**src/rtl/residual_depacker.sv**
```systemverilog
// Reassembles four 32-bit FIFO words into one 128-bit residual block, then holds it on a valid/accept handshake.
// Optional build macro DEPACK_BYTE_SWAP_EN byte-reverses every captured word (big-endian host).
module residual_depacker #(
    parameter int BLOCKS_PER_FRAME = 16
) (
    input  logic         clk,
    input  logic         rst,
    input  logic         FIFO_rx_empty,
    output logic         FIFO_rx_enable,
    input  logic [31:0]  FIFO_rx_dout,
    output logic [127:0] data_flat,
    output logic         data_ready,
    input  logic         data_accept,
    output logic         frame_complete,
    output logic [15:0]  block_count
);

    localparam logic [15:0] LAST_BLK = 16'(BLOCKS_PER_FRAME - 1);

    typedef enum logic {
        S_FILL = 1'b0,
        S_HOLD = 1'b1
    } state_t;

    state_t         r_state;
    state_t         w_state_nxt;
    logic [2:0]     r_issued;
    logic [2:0]     r_captured;
    logic           r_rd_d1;
    logic [127:0]   r_data;
    logic           r_ready;
    logic           r_frame;
    logic [15:0]    r_blk;

    logic           w_rd;
    logic           w_cap;
    logic           w_last_word;
    logic           w_take;
    logic [6:0]     w_slot_lsb;

    function automatic logic [31:0] order_word(input logic [31:0] w);
`ifdef DEPACK_BYTE_SWAP_EN
        return {w[7:0], w[15:8], w[23:16], w[31:24]};
`else
        return w;
`endif
    endfunction

    always_comb begin
        // Strobe is held low through the reset cycle so nothing is popped that would be dropped.
        w_rd        = !rst && (r_state == S_FILL) && !FIFO_rx_empty && (r_issued < 3'd4);
        w_cap       = r_rd_d1;
        w_last_word = w_cap && (r_captured == 3'd3);
        w_take      = r_ready && data_accept;
        w_slot_lsb  = {r_captured[1:0], 5'b00000};
    end

    always_comb begin
        w_state_nxt = r_state;
        case (r_state)
            S_FILL:  if (w_last_word) w_state_nxt = S_HOLD;
            S_HOLD:  if (w_take)      w_state_nxt = S_FILL;
            default: w_state_nxt = S_FILL;
        endcase
    end

    always_ff @(posedge clk) begin
        if (rst) begin
            r_state <= S_FILL;
        end else begin
            r_state <= w_state_nxt;
        end
    end

    always_ff @(posedge clk) begin
        if (rst) begin
            r_issued   <= 3'd0;
            r_captured <= 3'd0;
            r_rd_d1    <= 1'b0;
            r_data     <= '0;
            r_ready    <= 1'b0;
            r_frame    <= 1'b0;
            r_blk      <= 16'd0;
        end else begin
            r_rd_d1 <= w_rd;
            r_frame <= 1'b0;
            if (w_rd) begin
                r_issued <= r_issued + 3'd1;
            end
            if (w_cap) begin
                r_data[w_slot_lsb +: 32] <= order_word(FIFO_rx_dout);
                r_captured               <= r_captured + 3'd1;
            end
            if (w_last_word) begin
                r_ready <= 1'b1;
            end
            // No read is outstanding in HOLD, so acceptance never collides with a capture.
            if (w_take) begin
                r_ready    <= 1'b0;
                r_issued   <= 3'd0;
                r_captured <= 3'd0;
                if (r_blk == LAST_BLK) begin
                    r_blk   <= 16'd0;
                    r_frame <= 1'b1;
                end else begin
                    r_blk <= r_blk + 16'd1;
                end
            end
        end
    end

    assign FIFO_rx_enable = w_rd;
    assign data_flat      = r_data;
    assign data_ready     = r_ready;
    assign frame_complete = r_frame;
    assign block_count    = r_blk;

endmodule
```
**config.mk**
```make
export PLATFORM = sky130hd
export DESIGN_NAME = residual_depacker
export DESIGN_NICKNAME = d
export VERILOG_FILES = /design/src/rtl/residual_depacker.sv
export SDC_FILE = /design/constraint.sdc
export NUM_CORES = 1
export LEC_CHECK = 0
export CAP_MARGIN = 20
export CORE_MARGIN = 1.5
export CORE_UTILIZATION = 40
export CTS_BUF_LIST = sky130_fd_sc_hd__clkbuf_8
export CTS_CLUSTER_DIAMETER = 40
export DETAILED_ROUTE_END_ITERATION = 8
export GPL_ROUTABILITY_DRIVEN = 0
export PLACE_DENSITY = 0.71
export SETUP_SLACK_MARGIN = 0.15
export SYNTH_ARGS = -nofsm -noshare
export SYNTH_HDL_FRONTEND = slang
export SYNTH_SLANG_ARGS = --single-unit
```
**constraint.sdc**
```tcl
create_clock -name clk -period 3.68 [get_ports clk]
set_clock_uncertainty 0.15 [all_clocks]
set_input_delay 0.552 -clock clk [delete_from_list [all_inputs] [get_ports clk]]
set_output_delay 0.552 -clock clk [all_outputs]
set_load 0.1 [all_outputs]
```
==> results of run 1 <==
[power by group]
part	switching (mW)	leakage, nW	internal (mW)	total (mW)
combinational	0.247	1.32	0.0924	0.340
sequential	0.0164	1.24	1.69	1.70
clock	0.593	0.229	0.731	1.32
total	0.857	2.79	2.51	3.37
[cell type report]
cell class / count / area [um^2] / share of cell area (%)
clock buffer: 21 / 289.0 / 3.578
clock inverter: 11 / 126.4 / 1.564
inverter: 5 / 18.77 / 0.2323
multi-input combinational: 367 / 2437 / 30.17
sequential: 154 / 3083 / 38.16
tap: 180 / 225.2 / 2.788
timing repair buffer: 193 / 1899 / 23.51
[routing by layer]
layer  vias up  global-route usage (%)  part of all wire, %
met5         -                       0                    0
met4         0                   10.47                  2.0
met3        23                   5.994                  6.1
met2       169                   33.68                   48
met1      2368                   27.11                   44
li1       2352                       -                    -
[cells by family (layout without fill, tap and decap cells)]
family / Yosys count / in the layout / share of synthesized area, %
muxes: 2 / 2 / 0.3494
xor gates and xnor gates: 15 / 15 / 2.293
adders and majority gates: 9 / 9 / 1.965
AOI/OAI and AO/OA: 135 / 135 / 20.09
and+or+nand+nor: 206 / 206 / 17.69
DFF: 154 / 154 / 53.80
buffers and inverters: 47 / 230 / 3.821
[through the flow]
| stage | instance area, um^2 | util [%] | setup slack, ps | std cells | total power [mW] |
|---|---|---|---|---|---|
| 2_1_floorplan | 5731 | - | 587.5 | 568 | 1.958 |
| 3_3_place_gp | 7664 | 55.00 | 1073 | 899 | 2.076 |
| 3_5_place_dp | 7664 | 55.00 | 948.5 | 899 | 2.081 |
| 4_1_cts | 8079 | 57.98 | 806.2 | 931 | 3.394 |
| 5_1_grt | 8079 | 57.98 | 752.9 | 931 | 3.485 |
| 6_report | 8079 | 57.98 | 863.1 | 931 | 3.366 |
[path summary, 6_finish.rpt]
path | startpoint | endpoint | slack [ps] | depth (start not counted)
worst min register to register | r_issued[2]$_SDFFE_PP0P_ | r_rd_d1$_SDFF_PP0_ | 350 | 1
worst max-delay path | block_count[3]$_SDFFE_PP0P_ | block_count[3] | 860 | 1
worst max register to register | r_captured[0]$_SDFFE_PP0P_ | data_flat[68]$_SDFFE_PP0P_ | 960 | 7
worst min-delay path | r_issued[2]$_SDFFE_PP0P_ | r_rd_d1$_SDFF_PP0_ | 350 | 1
[sequential cells by signal, summed over array words and instances, names as in the netlist]
register	cells
block_count	16
data_flat	128
data_ready	1
frame_complete	1
r_captured	3
r_issued	3
r_rd_d1	1
r_state	1
[placed cells by master, fill, tap and decap left out, types with 6 or more instances in the layout]
master / n
sky130_fd_sc_hd__a22oi_1: 98
sky130_fd_sc_hd__a22oi_2: 30
sky130_fd_sc_hd__buf_4: 13
sky130_fd_sc_hd__clkbuf_8: 21
sky130_fd_sc_hd__clkdlybuf4s50_1: 180
sky130_fd_sc_hd__dfxtp_1: 154
sky130_fd_sc_hd__ha_1: 9
sky130_fd_sc_hd__inv_1: 7
sky130_fd_sc_hd__nand2_1: 11
sky130_fd_sc_hd__nand4_1: 6
sky130_fd_sc_hd__nor2_1: 127
sky130_fd_sc_hd__nor2_2: 30
sky130_fd_sc_hd__nor3_1: 6
sky130_fd_sc_hd__nor4_1: 8
sky130_fd_sc_hd__xnor2_1: 14
==> impl_results.html, run 1 <==
<table>
<tr><th>Metric</th><th>Value</th></tr>
<tr><th colspan="2">Synthesis</th></tr>
<tr><td>Post-synth top area share</td><td>53.80%</td></tr>
<tr><td>Total of flip-flops plus latches after synthesis</td><td>roughly 150</td></tr>
<tr><td>Distinct cells, synth</td><td>33</td></tr>
<tr><td>Synthesized instance count</td><td>~570</td></tr>
<tr><td>Post-synthesis net count</td><td>between 600 and 700</td></tr>
<tr><td>Most frequent cell after synthesis</td><td>sky130_fd_sc_hd__dfxtp_1</td></tr>
<tr><td>Ys Warns</td><td>0</td></tr>
<tr><td>Syn avg cell area</td><td>10.09 um^2</td></tr>
<tr><td>Commonest cells post-synth</td><td>sky130_fd_sc_hd__dfxtp_1, sky130_fd_sc_hd__nor2_1, sky130_fd_sc_hd__a22oi_1</td></tr>
<tr><td>Proportion of synthesized flip-flops having asynchronous set or reset</td><td>0%</td></tr>
<tr><td>Largest area contributor in the synthesized netlist</td><td>sky130_fd_sc_hd__dfxtp_1</td></tr>
<tr><td>Sequential element share of the synthesized area</td><td>53.80%</td></tr>
<tr><td>Mapped Area</td><td>approximately 5700 um^2</td></tr>
<tr><td>Post-synth EDFFs</td><td>0</td></tr>
<tr><td>Most common flop cell mapped by yosys</td><td>sky130_fd_sc_hd__dfxtp_1</td></tr>
<tr><td>Area contributors post-synth</td><td>sky130_fd_sc_hd__dfxtp_1, sky130_fd_sc_hd__a22oi_1, sky130_fd_sc_hd__nor2_1</td></tr>
<tr><th colspan="2">Clocking</th></tr>
<tr><td>TritonCTS clock tree</td><td>done</td></tr>
<tr><td>Skew-Pair Late Insertion Delay</td><td>approximately 440 ps</td></tr>
<tr><td>Maximum clock path buffer count</td><td>2</td></tr>
<tr><td>Buffer count from post-CTS setup fixing</td><td>0</td></tr>
<tr><td>Clk slew on worst S/H paths</td><td>80 ps</td></tr>
<tr><td>PostCTS Resize Cnt</td><td>0</td></tr>
<tr><td>Buffer cell driving the clock tree root</td><td>sky130_fd_sc_hd__clkbuf_8</td></tr>
<tr><td>CTS HTree Levels</td><td>4</td></tr>
<tr><td>Num Clock Sinks</td><td>154</td></tr>
<tr><td>Post-CTS Hold Buffers</td><td>0</td></tr>
<tr><td>TritonCTS buffer count</td><td>17</td></tr>
<tr><th colspan="2">Drt</th></tr>
<tr><td>Antenna Violating Nets Remaining</td><td>0</td></tr>
<tr><td>Final Routed Wirelength</td><td>~16 mm</td></tr>
<tr><td>Post-DR wirelength/cell</td><td>about 17 um</td></tr>
<tr><td>First-pass detailed-route iteration total</td><td>5</td></tr>
<tr><td>Drt drc</td><td>0</td></tr>
<tr><td>Number of vias per cell</td><td>about 5.3</td></tr>
<tr><td>Vias after detailed routing</td><td>4912</td></tr>
<tr><td>Drt first-iter violations</td><td>around 290</td></tr>
<tr><th colspan="2">Setup path</th></tr>
<tr><td>Family of cells with the greatest summed delay on the critical path</td><td>buffers and inverters</td></tr>
<tr><td>Cell breakdown of the critical path</td><td>clkdlybuf4s50_1</td></tr>
<tr><td>Maximum fanout along the worst path</td><td>7</td></tr>
<tr><td>Buffers and inverters on the worst path</td><td>1</td></tr>
<tr><td>Slowest cell on the critical path</td><td>sky130_fd_sc_hd__clkdlybuf4s50_1</td></tr>
<tr><td>Arrival time worst endpoint</td><td>approximately 2100 ps</td></tr>
<tr><td>CP Class</td><td>flip-flop to output port</td></tr>
<tr><td>Startpoint kind of the worst setup timing path</td><td>flip-flop</td></tr>
<tr><td>Worst path required time</td><td>approximately 3000 ps</td></tr>
<tr><td>Sort of element at the end of the critical path</td><td>output port</td></tr>
<tr><td>Crit-path max cell delay</td><td>1190 ps</td></tr>
<tr><th colspan="2">Global route</th></tr>
<tr><td>Global-route wire length before repair</td><td>24.78 mm</td></tr>
<tr><td>Vias in the first global route</td><td>roughly 4700</td></tr>
<tr><td>GRT Residual Overflow</td><td>0</td></tr>
<tr><td>Global router's overall resource usage</td><td>a little over a fifth</td></tr>
<tr><td>Initial antenna violation count</td><td>0</td></tr>
<tr><td>Largest net degree at the start of global routing</td><td>80</td></tr>
<tr><th colspan="2">Run</th></tr>
<tr><td>Max_cap viols</td><td>0</td></tr>
<tr><th colspan="2">Layout</th></tr>
<tr><td>Layout net count</td><td>between 700 and 800</td></tr>
<tr><td>Filler Cells Inserted</td><td>approximately 1200</td></tr>
<tr><td>Signed area change from the synthesized netlist to the final layout</td><td>40.98%</td></tr>
<tr><td>Number of inserted diodes</td><td>0</td></tr>
<tr><td>Share of layout cells above drive strength 1</td><td>between 10% and 20%</td></tr>
<tr><th colspan="2">Timing</th></tr>
<tr><td>WHS</td><td>349.2 ps</td></tr>
<tr><td>Number of pins exceeding their max-slew limit in the final report</td><td>0</td></tr>
<tr><td>Summed negative setup slack over all endpoints</td><td>0 ps</td></tr>
<tr><td>Slew HR</td><td>30.36%</td></tr>
<tr><td>Setup violations, final</td><td>0</td></tr>
<tr><td>Setup repair after global routing missed its margin</td><td>no</td></tr>
<tr><td>Max Clk Rate</td><td>about 0.36 GHz</td></tr>
<tr><td>Time the final worst path needs with I/O delays and setup</td><td>2817 ps</td></tr>
<tr><td>Final hold violation count</td><td>0</td></tr>
<tr><td>Slew at the pin with the worst max-slew slack</td><td>approximately 1000 ps</td></tr>
<tr><td>Final worst-path cycle share</td><td>approximately three quarters</td></tr>
<tr><th colspan="2">Floorplanning</th></tr>
<tr><td>Height of the die</td><td>around 120 um</td></tr>
<tr><td>Area of the die</td><td>about 15000 um^2</td></tr>
<tr><td>Horizontal die dimension</td><td>~120 um</td></tr>
<tr><td>Initial cell density of the core</td><td>between 40% and 50%</td></tr>
<tr><td>Count of pins on the block boundary</td><td>about 180</td></tr>
<tr><td>Area of the placeable core</td><td>between 10000 and 15000 um^2</td></tr>
<tr><td>Site row count</td><td>43</td></tr>
<tr><th colspan="2">Outcome</th></tr>
<tr><td>Result of the run</td><td>finished, final reports clean</td></tr>
<tr><th colspan="2">Worst hold path</th></tr>
<tr><td>Worst Hold Class</td><td>flip-flop to flip-flop</td></tr>
<tr><th colspan="2">Placement</th></tr>
<tr><td>Port Buffers</td><td>182</td></tr>
<tr><td>Detailed placement HPWL</td><td>roughly 11 mm</td></tr>
<tr><th colspan="2">Power</th></tr>
<tr><td>Power Density</td><td>approximately 420 nW/um^2</td></tr>
<tr><td>Leakage power total</td><td>approximately 2.8 nW</td></tr>
<tr><td>Peak supply drop</td><td>between 0.2 and 0.25 mV</td></tr>
</table>
(Power assumes the default switching activity.)
==> run 2, diff against run 1 <==
Clock period 3.68 ns to 2.8 ns, I/O delays scaled along.
==> run 2 against run 1 <==
Sequential share of layout area increased by 2.1 points; final cell count unchanged; clock power about the same; core utilization decreased by 3.0 points; die area unchanged; flip-flop and latch count unchanged; final area decreased by 5.3%; clock-buffer cell count decreased by 2; power increased by 20%; critical endpoint is now data_flat[72]$_SDFFE_PP0P_; largest cell class unchanged; largest power group unchanged; highest routed layer unchanged.
==> impl_results.html, run 2 (synthesis gave the netlist of run 1 again) <==
<table>
<tr><th>Metric</th><th>Value</th></tr>
<tr><th colspan="2">Outcome</th></tr>
<tr><td>Result of the run</td><td>finished, final reports clean</td></tr>
<tr><th colspan="2">Floorplanning</th></tr>
<tr><td>Area of the placeable core</td><td>13930 um^2 (unchanged)</td></tr>
<tr><td>Site row count</td><td>43 (unchanged)</td></tr>
<tr><td>Count of pins on the block boundary</td><td>183 (unchanged)</td></tr>
<tr><td>Initial cell density of the core</td><td>41.12% (unchanged)</td></tr>
<tr><td>Horizontal die dimension</td><td>122.7 um (unchanged)</td></tr>
<tr><td>Area of the die</td><td>15050 um^2 (unchanged)</td></tr>
<tr><td>Height of the die</td><td>122.7 um (unchanged)</td></tr>
<tr><th colspan="2">Timing</th></tr>
<tr><td>Summed negative setup slack over all endpoints</td><td>0 ps (unchanged)</td></tr>
<tr><td>Setup violations, final</td><td>0 (unchanged)</td></tr>
<tr><td>Slew HR</td><td>45.50% (+15 points)</td></tr>
<tr><td>Number of pins exceeding their max-slew limit in the final report</td><td>0 (unchanged)</td></tr>
<tr><td>Final hold violation count</td><td>0 (unchanged)</td></tr>
<tr><td>Time the final worst path needs with I/O delays and setup</td><td>2348 ps</td></tr>
<tr><td>Max Clk Rate</td><td>0.4259 GHz</td></tr>
<tr><td>Final worst-path cycle share</td><td>~84%</td></tr>
<tr><td>Slew at the pin with the worst max-slew slack</td><td>817.6 ps (-223.7 ps)</td></tr>
<tr><td>Setup repair after global routing missed its margin</td><td>no</td></tr>
<tr><th colspan="2">Global route</th></tr>
<tr><td>GRT Residual Overflow</td><td>0 (unchanged)</td></tr>
<tr><td>Largest net degree at the start of global routing</td><td>72 (-10%)</td></tr>
<tr><td>Vias in the first global route</td><td>4712 (+0.45%)</td></tr>
<tr><td>Global router's overall resource usage</td><td>21.21% (-0.25 points)</td></tr>
<tr><td>Initial antenna violation count</td><td>0 (unchanged)</td></tr>
<tr><td>Global-route wire length before repair</td><td>24.63 mm (-0.61%)</td></tr>
<tr><th colspan="2">Power</th></tr>
<tr><td>Power Density</td><td>527.1 nW/um^2 (+27%)</td></tr>
<tr><td>Switching Fraction</td><td>26.82% (+1.4 points)</td></tr>
<tr><td>Total internal power</td><td>2.953 mW (+18%)</td></tr>
<tr><td>Leakage power total</td><td>3.065 nW (+9.7%)</td></tr>
<tr><td>Sequential share of power</td><td>55.5% (+4.9 points)</td></tr>
<tr><td>Net Switching</td><td>1.082 mW (+26%)</td></tr>
<tr><td>Final Power</td><td>4.035 mW (+20%)</td></tr>
<tr><td>Peak supply drop</td><td>0.3128 mV (+44%)</td></tr>
<tr><td>Comb pwr share</td><td>11.0% (+0.9 points)</td></tr>
<tr><td>Relative contribution of the clock network to total power</td><td>33.5% (-5.8 points)</td></tr>
<tr><th colspan="2">Drt</th></tr>
<tr><td>Drt drc</td><td>0 (unchanged)</td></tr>
<tr><td>First-pass detailed-route iteration total</td><td>5 (unchanged)</td></tr>
<tr><td>Number of vias per cell</td><td>5.345 (+1.3%)</td></tr>
<tr><td>Drt first-iter violations</td><td>310 (+6.5%)</td></tr>
<tr><td>Post-DR wirelength/cell</td><td>17.13 um (-1.1%)</td></tr>
<tr><td>Vias after detailed routing</td><td>4976 (+1.3%)</td></tr>
<tr><td>Antenna Violating Nets Remaining</td><td>0 (unchanged)</td></tr>
<tr><td>Final Routed Wirelength</td><td>15.95 mm (-1.1%)</td></tr>
<tr><th colspan="2">Worst hold path</th></tr>
<tr><td>Hold Path Depth</td><td>2 (+1)</td></tr>
<tr><td>Hold worst-path end</td><td>r_state$_SDFF_PP0_</td></tr>
<tr><td>Worst Hold Class</td><td>primary input to flip-flop</td></tr>
<tr><td>Worst Hold Launch</td><td>rst</td></tr>
<tr><th colspan="2">Clocking</th></tr>
<tr><td>PostCTS Resize Cnt</td><td>0 (unchanged)</td></tr>
<tr><td>Skew-Pair Late Insertion Delay</td><td>440 ps (about the same)</td></tr>
<tr><td>TritonCTS clock tree</td><td>done</td></tr>
<tr><td>Buffer cell driving the clock tree root</td><td>sky130_fd_sc_hd__clkbuf_8</td></tr>
<tr><td>Buffer count from post-CTS setup fixing</td><td>0 (unchanged)</td></tr>
<tr><td>TritonCTS buffer count</td><td>17 (unchanged)</td></tr>
<tr><td>Post-CTS Hold Buffers</td><td>0 (unchanged)</td></tr>
<tr><td>Clk slew on worst S/H paths</td><td>70 ps (about the same)</td></tr>
<tr><td>CTS HTree Levels</td><td>4 (unchanged)</td></tr>
<tr><td>Num Clock Sinks</td><td>154 (unchanged)</td></tr>
<tr><td>Maximum clock path buffer count</td><td>2 (unchanged)</td></tr>
<tr><th colspan="2">Layout</th></tr>
<tr><td>Total area of sequential cells</td><td>3083 um^2 (unchanged)</td></tr>
<tr><td>Most used cells in the layout excluding fill and tap cells</td><td>sky130_fd_sc_hd__buf_4, sky130_fd_sc_hd__dfxtp_1, sky130_fd_sc_hd__nor2_1</td></tr>
<tr><td>Filler Cells Inserted</td><td>1237 (+3.0%)</td></tr>
<tr><td>Layout net count</td><td>788 (+0.64%)</td></tr>
<tr><td>Signed area change from the synthesized netlist to the final layout</td><td>33.58%</td></tr>
<tr><td>Area occupied by multi-input gates</td><td>2446 um^2 (+0.36%)</td></tr>
<tr><td>Most common cell after layout, fill and taps aside</td><td>sky130_fd_sc_hd__buf_4</td></tr>
<tr><td>Number of inserted diodes</td><td>0 (unchanged)</td></tr>
<tr><td>Share of layout cells above drive strength 1</td><td>34.35% (+19 points)</td></tr>
<tr><td>Flip-flop count of the largest register, all copies and words added</td><td>128 (unchanged)</td></tr>
<tr><th colspan="2">Setup path</th></tr>
<tr><td>Sort of element at the end of the critical path</td><td>flip-flop</td></tr>
<tr><td>Arrival time worst endpoint</td><td>2570 ps (+460 ps)</td></tr>
<tr><td>Launch point of the worst reg-to-reg path</td><td>r_captured[0]$_SDFFE_PP0P_</td></tr>
<tr><td>Startpoint kind of the worst setup timing path</td><td>flip-flop</td></tr>
<tr><td>Crit Reg-Reg Endpoint</td><td>data_flat[72]$_SDFFE_PP0P_</td></tr>
<tr><td>Depth of the worst register-to-register path</td><td>7 (unchanged)</td></tr>
<tr><td>Maximum fanout along the worst path</td><td>22 (+15)</td></tr>
<tr><td>Setup slack on the worst flop-to-flop path</td><td>450 ps (-510 ps)</td></tr>
<tr><td>Worst path required time</td><td>3020 ps (+40 ps)</td></tr>
<tr><td>CP Class</td><td>flip-flop to flip-flop</td></tr>
<tr><th colspan="2">Placement</th></tr>
<tr><td>Detailed placement HPWL</td><td>11.13 mm (+2.0%)</td></tr>
<tr><td>Port Buffers</td><td>182 (unchanged)</td></tr>
<tr><th colspan="2">Run</th></tr>
<tr><td>Max_cap viols</td><td>0 (unchanged)</td></tr>
</table>
run 2: cell types whose count changed in the layout (fill, tap and decap cells not counted), sizes merged:
cell           previous run  this run
bufinv                    3         0
clkdlybuf4s50           180        34
clkbuf                   21        19
buf                      13       164
run 2: area by class of cell:
cell class | count | share of cell area (%)
clock buffers | 19 | 3.416
multi-input cells | 367 | 31.95
inverters | 5 | 0.2452
repair buffers | 198 | 20.69
clock inverters | 8 | 0.4740
flip-flops and latches | 154 | 40.27
well taps | 180 | 2.942
run 2: power groups by stage:
stage          logic [mW]  registers (mW)  clock network [mW]
4_1_cts             0.446            2.24                1.40
2_1_floorplan       0.130            2.44                   0
5_1_grt             0.469            2.24                1.47
3_3_place_gp        0.438            2.29                   0
6_report            0.445            2.24                1.35
3_5_place_dp        0.445            2.29                   0
run 2: through the flow:
stage / instance area (um^2) / util, % / setup slack [ps] / hold slack, ps / cells
floorplan: 5739 / - / 369.3 / 314.6 / 568
global placement: 7357 / 52.80 / 570.5 / 328.2 / 904
detailed placement: 7357 / 52.80 / 439.9 / 341.2 / 904
CTS: 7655 / 54.93 / 431.3 / 32.99 / 931
global route: 7655 / 54.93 / 259.9 / 60.32 / 931
finish: 7655 / 54.93 / 451.9 / 73.38 / 931
run 2: critical path: stages (launching register included):
cell	delay, ps
sky130_fd_sc_hd__dfxtp_1	550
sky130_fd_sc_hd__inv_2	160
sky130_fd_sc_hd__ha_1	450
sky130_fd_sc_hd__nand2b_1	180
sky130_fd_sc_hd__nor4_4	190
sky130_fd_sc_hd__buf_4	350
sky130_fd_sc_hd__a22oi_1	110
sky130_fd_sc_hd__nor2_1	120
run 2: worst max path at each step:
stage	startpoint	endpoint	slack [ps]	cells past startpoint
after CTS	r_captured[0]$_SDFFE_PP0P_	data_flat[90]$_SDFFE_PP0P_	430	7
after global placement	r_captured[0]$_SDFFE_PP0P_	data_flat[96]$_SDFFE_PP0P_	570	6
after global routing	r_captured[0]$_SDFFE_PP0P_	data_flat[72]$_SDFFE_PP0P_	260	7
final	r_captured[0]$_SDFFE_PP0P_	data_flat[72]$_SDFFE_PP0P_	450	7
after floorplan	block_count[0]$_SDFFE_PP0P_	block_count[11]$_SDFFE_PP0P_	370	6
after detailed placement	r_captured[0]$_SDFFE_PP0P_	data_flat[90]$_SDFFE_PP0P_	440	7
run 2: per-layer routing:
layer	vias to the layer above	wire (um)	GRT usage (%)
met5	-	0	0
met1	2391	6794	26.50
li1	2358	-	-
met2	196	7535	33.82
met4	0	416	9.520
met3	31	1198	6.180
